`config.mk`:
```
export PLATFORM = sky130hd
export DESIGN_NAME = fifo_burst_reader_flat
export DESIGN_NICKNAME = d
export VERILOG_FILES = /design/src/rtl/fifo_burst_reader_if.sv /design/src/rtl/fifo_burst_reader.sv /design/src/flat_wrapper.sv
export SDC_FILE = /design/constraint.sdc
export NUM_CORES = 1
export LEC_CHECK = 0
export CAP_MARGIN = 10
export CORE_ASPECT_RATIO = 1.1
export CORE_UTILIZATION = 30
export CTS_BUF_LIST = sky130_fd_sc_hd__clkbuf_8
export CTS_CLUSTER_DIAMETER = 150
export DETAILED_ROUTE_END_ITERATION = 10
export PLACE_DENSITY = 0.53
export REMOVE_ABC_BUFFERS = 1
export SYNTH_ARGS = -nofsm -noshare
export SYNTH_HDL_FRONTEND = slang
export SYNTH_SLANG_ARGS = --single-unit
```
`constraint.sdc`:
```
create_clock -name clk -period 3.4 [get_ports clk]
set_clock_uncertainty 0.1 [all_clocks]
set_input_delay 0.68 -clock clk [delete_from_list [all_inputs] [get_ports clk]]
set_output_delay 0.68 -clock clk [all_outputs]
set_load 0.01 [all_outputs]
```
`src/rtl/fifo_burst_reader_if.sv`:
```
// FIFO read port plus downstream valid/ready stream for fifo_burst_reader.
// master = the reader; slave = FIFO model and stream sink.
interface fifo_burst_reader_if #(
    parameter int FIFO_WIDTH = 16
);
    logic                  fifo_rd_en;
    logic [FIFO_WIDTH-1:0] fifo_data_out;
    logic                  fifo_empty;
    logic                  fifo_underflow;
    logic                  m_valid;
    logic [FIFO_WIDTH-1:0] m_data;
    logic                  m_last;
    logic                  m_ready;

    modport master (
        output fifo_rd_en,
        input  fifo_data_out,
        input  fifo_empty,
        input  fifo_underflow,
        output m_valid,
        output m_data,
        output m_last,
        input  m_ready
    );

    modport slave (
        input  fifo_rd_en,
        output fifo_data_out,
        output fifo_empty,
        output fifo_underflow,
        input  m_valid,
        input  m_data,
        input  m_last,
        output m_ready
    );
endinterface

```
`src/rtl/fifo_burst_reader.sv`:
```
// Burst read controller: pops burst_len words from a 1-cycle-latency FIFO.
// Optional FIFO_RD_UNDERFLOW_CHK_EN adds sticky err_underflow and err_cnt.
module fifo_burst_reader #(
    parameter int FIFO_WIDTH = 16,
    parameter int FIFO_DEPTH = 8,
    parameter int LEN_W      = 16
) (
    input  logic             clk,
    input  logic             rst,
    input  logic             start,
    input  logic [LEN_W-1:0] burst_len,
    output logic             busy,
    output logic             done,
    output logic [LEN_W-1:0] rd_count,
`ifdef FIFO_RD_UNDERFLOW_CHK_EN
    output logic                          err_underflow,
    output logic [$clog2(FIFO_DEPTH):0]   err_cnt,
`endif
    fifo_burst_reader_if.master          bus
);

    if (FIFO_DEPTH < 2) begin : g_depth_chk
        $error("FIFO_DEPTH must be at least 2");
    end

    typedef enum logic [1:0] {
        IDLE  = 2'd0,
        RUN   = 2'd1,
        DRAIN = 2'd2,
        DONE  = 2'd3
    } state_t;

    state_t state_q, state_d;

    logic [LEN_W-1:0]      remaining_q, remaining_d;
    logic [LEN_W-1:0]      rd_count_q, rd_count_d;
    logic [LEN_W-1:0]      len_q, len_d;
    logic                  inflight_q;
    logic [FIFO_WIDTH-1:0] buf_q [2];
    logic [FIFO_WIDTH-1:0] buf_d [2];
    logic                  head_q, head_d;
    logic [1:0]            cnt_q, cnt_d;

    logic       pop;
    logic       last;
    logic       rd_en;
    logic       tail;
    logic       accept;
    logic [2:0] occ;

    assign pop    = (cnt_q != 2'd0) && bus.m_ready;
    assign last   = (cnt_q != 2'd0) && (rd_count_q == len_q - 1'b1);
    assign accept = (state_q == IDLE) && start && (burst_len != '0);

    // Occupancy the buffer will have once in-flight data lands and the pop retires.
    assign occ = {1'b0, cnt_q} + {2'b00, inflight_q} - {2'b00, pop};

    assign rd_en = (state_q == RUN) && !bus.fifo_empty
                && (remaining_q != '0) && (occ < 3'd2);

    // An in-flight word implies at most one buffered entry, so tail is free.
    assign tail = head_q ^ cnt_q[0];

    always_comb begin
        state_d = state_q;
        unique case (state_q)
            IDLE:    if (accept) state_d = RUN;
            RUN:     if (rd_en && remaining_q == LEN_W'(1)) state_d = DRAIN;
            DRAIN:   if (pop && last) state_d = DONE;
            DONE:    state_d = IDLE;
            default: state_d = IDLE;
        endcase
    end

    always_comb begin
        remaining_d = remaining_q;
        rd_count_d  = rd_count_q;
        len_d       = len_q;
        buf_d       = buf_q;
        head_d      = head_q;
        cnt_d       = cnt_q;

        if (accept) begin
            remaining_d = burst_len;
            len_d       = burst_len;
            rd_count_d  = '0;
        end else begin
            if (rd_en) remaining_d = remaining_q - 1'b1;
            if (pop) rd_count_d = rd_count_q + 1'b1;
        end

        if (inflight_q) buf_d[tail] = bus.fifo_data_out;
        if (pop) head_d = ~head_q;
        cnt_d = occ[1:0];
    end

    always_ff @(posedge clk) begin
        if (rst) begin
            state_q     <= IDLE;
            remaining_q <= '0;
            rd_count_q  <= '0;
            len_q       <= '0;
            inflight_q  <= 1'b0;
            buf_q[0]    <= '0;
            buf_q[1]    <= '0;
            head_q      <= 1'b0;
            cnt_q       <= 2'd0;
        end else begin
            state_q     <= state_d;
            remaining_q <= remaining_d;
            rd_count_q  <= rd_count_d;
            len_q       <= len_d;
            inflight_q  <= rd_en;
            buf_q       <= buf_d;
            head_q      <= head_d;
            cnt_q       <= cnt_d;
        end
    end

`ifdef FIFO_RD_UNDERFLOW_CHK_EN
    localparam int ERR_W = $clog2(FIFO_DEPTH) + 1;

    logic             err_q, err_d;
    logic [ERR_W-1:0] err_cnt_q, err_cnt_d;

    always_comb begin
        err_d     = err_q;
        err_cnt_d = err_cnt_q;
        if (inflight_q && bus.fifo_underflow) begin
            err_d = 1'b1;
            if (err_cnt_q != {ERR_W{1'b1}}) err_cnt_d = err_cnt_q + 1'b1;
        end
    end

    always_ff @(posedge clk) begin
        if (rst) begin
            err_q     <= 1'b0;
            err_cnt_q <= '0;
        end else begin
            err_q     <= err_d;
            err_cnt_q <= err_cnt_d;
        end
    end

    assign err_underflow = err_q;
    assign err_cnt       = err_cnt_q;
`endif

    assign busy        = (state_q != IDLE);
    assign done        = (state_q == DONE);
    assign rd_count    = rd_count_q;
    assign bus.fifo_rd_en = rd_en;
    assign bus.m_valid = (cnt_q != 2'd0);
    assign bus.m_data  = buf_q[head_q];
    assign bus.m_last  = last;

endmodule

```
`src/flat_wrapper.sv`:
```
// flat-port wrapper written by rule: the top's interface ports become plain ports
module fifo_burst_reader_flat 
#(
    parameter int FIFO_WIDTH = 16,
    parameter int FIFO_DEPTH = 8,
    parameter int LEN_W      = 16
)
  (clk, rst, start, burst_len, busy, done, rd_count, bus_fifo_rd_en, bus_fifo_data_out, bus_fifo_empty, bus_fifo_underflow, bus_m_valid, bus_m_data, bus_m_last, bus_m_ready);
  fifo_burst_reader_if #(.FIFO_WIDTH(FIFO_WIDTH)) bus_i ();
  input  logic clk;
  input  logic rst;
  input  logic start;
  input  logic [LEN_W-1:0] burst_len;
  output logic busy;
  output logic done;
  output logic [LEN_W-1:0] rd_count;
  output wire logic [$bits(bus_i.fifo_rd_en)-1:0] bus_fifo_rd_en;
  input wire logic [$bits(bus_i.fifo_data_out)-1:0] bus_fifo_data_out;
  input wire logic [$bits(bus_i.fifo_empty)-1:0] bus_fifo_empty;
  input wire logic [$bits(bus_i.fifo_underflow)-1:0] bus_fifo_underflow;
  output wire logic [$bits(bus_i.m_valid)-1:0] bus_m_valid;
  output wire logic [$bits(bus_i.m_data)-1:0] bus_m_data;
  output wire logic [$bits(bus_i.m_last)-1:0] bus_m_last;
  input wire logic [$bits(bus_i.m_ready)-1:0] bus_m_ready;
  assign bus_fifo_rd_en = bus_i.fifo_rd_en;
  assign bus_i.fifo_data_out = bus_fifo_data_out;
  assign bus_i.fifo_empty = bus_fifo_empty;
  assign bus_i.fifo_underflow = bus_fifo_underflow;
  assign bus_m_valid = bus_i.m_valid;
  assign bus_m_data = bus_i.m_data;
  assign bus_m_last = bus_i.m_last;
  assign bus_i.m_ready = bus_m_ready;
  fifo_burst_reader #(.FIFO_WIDTH(FIFO_WIDTH), .FIFO_DEPTH(FIFO_DEPTH), .LEN_W(LEN_W)) u_core (.clk(clk), .rst(rst), .start(start), .burst_len(burst_len), .busy(busy), .done(done), .rd_count(rd_count), .bus(bus_i));
endmodule
```
==> run_results.csv <==
group,metric,value,unit
run_status,status,"finished, final reports clean",
setup_path,worstSetupPathDepth,7,
synthesis,syn-instance-count,500,
clock_network,cts_tree,"yes",
drt,drt-met1-wl,4.96,mm
setup_path,critPathMaxStageDelay,580,ps
timing,max_slew_margin,0.630,
floorplanning,initial_core_util,0.312,
placed_design,routabilityCongestion,0.789,
setup_path,crit_type,"reg -> out",
synthesis,async_reset_ff_frac,0,
setup_path,worst-r2r-setup-slack,210,ps
cells_and_area,fillers,1431,
drt,drtIter0Drc,173,
synthesis,ys_types,51,
drt,dr_wl_met3,593,um
setup_path,worstPathCellList,"or4_4 > nor2_1 > and4_1 > o21ai_0 > or3_4 > a2111oi_4 > buf_2",
clock_network,clockBufferDepth,2,
timing,slew_violations,0,
power_and_ir_drop,p_seq_frac,0.338,
floorplanning,die_w,117,um
clock_network,cts_root_buf,"clkbuf_8",
timing,whs,372,ps
drt,ant_nets,0,
cells_and_area,seq_area,1730,sq um
grt,grt_usage,0.158,
setup_path,end_kind,"output port",
cells_and_area,area_growth_syn_to_layout,37.4,%
floorplanning,dieArea,15000,sq um
setup_path,reg2reg_depth,17,
power_and_ir_drop,switching_power,1.40,mW
placed_design,dp_cells,780,
drt,wl,11.2,mm
clock_network,hold_buffers,0,
cells_and_area,finalNonFillerCells,801,
clock_network,numCtsBuffers,9,
setup_path,critPathCapture,"bus_m_last",
setup_path,r2r-start,"u_core.len_q[0]$_SDFFE_PP0P_",
floorplanning,io_pins,75,
placed_design,dp_hpwl,8.16,mm
drt,wire_per_inst,14.0,um
power_and_ir_drop,power.clock.fraction,0.204,
timing,hold_viol,0,
drt,wl_met2,5.52,mm
drt,remaining_drc_errors,0,
clock_network,htreeDepth,3,
grt,globalRouteOverflowTotal,0,
cells_and_area,antenna_cells,0,
timing,rsz0062_at_grt,"true",
synthesis,syn_avg_cell_area,8.71,sq um
clock_network,path_clk_slew,90,ps
clock_network,worstSkewPairLatency,360,ps
floorplanning,core,14000,sq um
run,maxCapViolCount,0,
setup_path,reg2reg_to,"u_core.state_q[1]$_SDFFE_PP0P_",
placed_design,io_buffers,73,
synthesis,synth_ff_type,"dfxtp_1",
drt,drt-vias-per-instance,4.88,
clock_network,cts.sinks,86,
synthesis,ys_warn_count,0,
setup_path,path_max_fanout,5,
setup_path,cp.arrival,2570,ps
power_and_ir_drop,switching_share,0.362,
setup_path,critPathBufInv,1,
cells_and_area,drive_gt1_frac,0.191,
grt,grt_pass1_wl,18.4,mm
grt,grt_pass1_vias,3864,
floorplanning,num_rows,45,
grt,grt_max_degree,43,
power_and_ir_drop,comb_power_share,0.458,
setup_path,crit_slowest_cell,"or4_4",
setup_path,start_kind,"flip-flop",
cells_and_area,fin_nets,659,
timing,fmax,299,MHz
power_and_ir_drop,powerDensity,647,nW/um^2
drt,first_pass_iters,4,
grt,antenna_found_initial,0,
synthesis,ys_ff_latch,86,
drt,topRoutingLayerUsed,"met4",
power_and_ir_drop,p_int,2.47,mW
cells_and_area,multiInputGateArea,2610,sq um
power_and_ir_drop,irDropWorstVdd,0.296,mV
floorplanning,die_h,128,um
setup_path,crit_family,"simple AND/OR/NAND/NOR gates",
power_and_ir_drop,power_leakage,2.48,nW
timing,tightest_slew,555,ps
drt,num_vias,3910,
synthesis,synth-edff-count,0,
synthesis,synth-seq-area-share,0.396,
timing,period_share,0.985,
setup_path,startpoint,"u_core.len_q[1]$_SDFFE_PP0P_",
setup_path,crit_required,2620,ps
timing,finalSetupViolations,0,
timing,fin_crit,3350,ps
synthesis,synth_area,4350,sq um
worst_hold_path,min_path_type,"reg -> reg",
-- metal layers --
metal	vias to the layer above	GRT usage
met1	1846	0.187
met5	-	0
met2	84	0.273
met4	0	0.0558
met3	12	0.0433
li1	1968	-
-- area by class of cell --
type,instances,share of cell area
flip-flops and latches,86,0.290
well taps,188,0.0393
clock buffers,9,0.0207
inverters,16,0.0117
clock inverters,6,0.0149
multi-input cells,370,0.437
repair buffers,126,0.187
-- worst min path at each step --
stage	startpoint	slack, ps	depth (start not counted)	endpoint
5_1_grt	u_core.len_q[7]$_SDFFE_PP0P_	420	2	u_core.len_q[7]$_SDFFE_PP0P_
3_3_place_gp	u_core.len_q[15]$_SDFFE_PP0P_	370	2	u_core.len_q[15]$_SDFFE_PP0P_
3_5_place_dp	u_core.len_q[15]$_SDFFE_PP0P_	360	2	u_core.len_q[15]$_SDFFE_PP0P_
4_1_cts	u_core.len_q[15]$_SDFFE_PP0P_	380	2	u_core.len_q[15]$_SDFFE_PP0P_
6_report	u_core.len_q[15]$_SDFFE_PP0P_	370	2	u_core.len_q[15]$_SDFFE_PP0P_
2_1_floorplan	u_core.len_q[15]$_SDFFE_PP0P_	340	2	u_core.len_q[15]$_SDFFE_PP0P_
-- registers in the layout (all words and copies together), names as in the netlist --
signal              count
u_core.remaining_q     16
u_core.buf_q           32
u_core.head_q           1
u_core.rd_count        16
u_core.len_q           16
u_core.cnt_q            2
u_core.inflight_q       1
u_core.state_q          2
-- power groups by stage --
stage	registers (mW)	clock network (mW)	logic, mW
after global routing	1.34	0.860	1.94
after CTS	1.31	0.822	1.71
after floorplan	1.32	0	0.916
after global placement	1.31	0	1.54
after detailed placement	1.32	0	1.55
final	1.31	0.789	1.77
-- tightest hold or removal path: stages (launching register included) --
cell     delay, ps
dfxtp_1        320
nand2_1         50
a21oi_1         50
-- kinds of logic (layout without fill, tap and decap cells) --
group / after synthesis / count (layout) / synth area share
AND/OR/NAND/NOR: 200 / 200 / 0.223
multiplexers: 50 / 50 / 0.120
buffers and inverters: 44 / 157 / 0.0382
XOR/XNOR: 44 / 44 / 0.0885
flip-flops: 86 / 86 / 0.396
adder cells (fa/ha/maj): 12 / 12 / 0.0362
AO/OA/AOI/OAI: 64 / 64 / 0.0992
-- cells in the final DEF (no fill, tap or decap), types with 4 or more instances in the layout --
cell              n
buf_4            51
clkbuf_8          9
and3_1            5
nand3_1           9
dfxtp_1          82
a311oi_1          4
ha_1              8
o21ai_0           7
nor4_1           11
or4_1             4
nand4_1          10
nor2_1           72
inv_1            13
nor3_1            6
a211oi_1          9
xor2_1           24
mux2i_1          34
xnor2_1          20
a21oi_1          21
clkdlybuf4s50_1  69
or3_1             8
mux2_2           16
nand2_1          50
-- synth_stat cells (all sizes together) (3+ instances only) --
library cell | instances | area, sq um
nor3 | 7 | 40.0
nor2b | 3 | 18.8
o211ai | 3 | 22.5
and3 | 5 | 31.3
a21oi | 22 | 110
mux2 | 16 | 180
xor2 | 24 | 210
clkbuf | 27 | 101
nand4 | 10 | 62.6
or3 | 9 | 56.3
nor4 | 13 | 81.3
nand2 | 51 | 191
nand3 | 10 | 50.1
nor2 | 74 | 278
ha | 11 | 138
dfxtp | 86 | 1720
and4 | 3 | 26.3
or4 | 5 | 37.5
o21ai | 7 | 35.0
a211oi | 9 | 67.6
mux2i | 34 | 340
a311oi | 4 | 35.0
xnor2 | 20 | 175
a31oi | 3 | 18.8
inv | 15 | 56.3
-- metrics by stage --
stage	TNS [ps]	instance area (sq um)	util	total power [mW]	worst slack, ps
floorplan	-1160	4250	-	2.24	-312
global placement	-4670	5560	0.398	2.85	-612
detailed placement	-5180	5560	0.398	2.87	-629
CTS	-7.48	5920	0.424	3.84	-7.48
global route	-78.4	5980	0.428	4.14	-63.6
finish	0	5980	0.428	3.87	51.3
-- repair_timing --
action	in CTS	in global routing
resized for setup	35	16
pin swaps	14	18
cloned	0	0
setup endpoints to repair	5	6
setup buffers	8	0
Power figures use the tool's default switching activity.
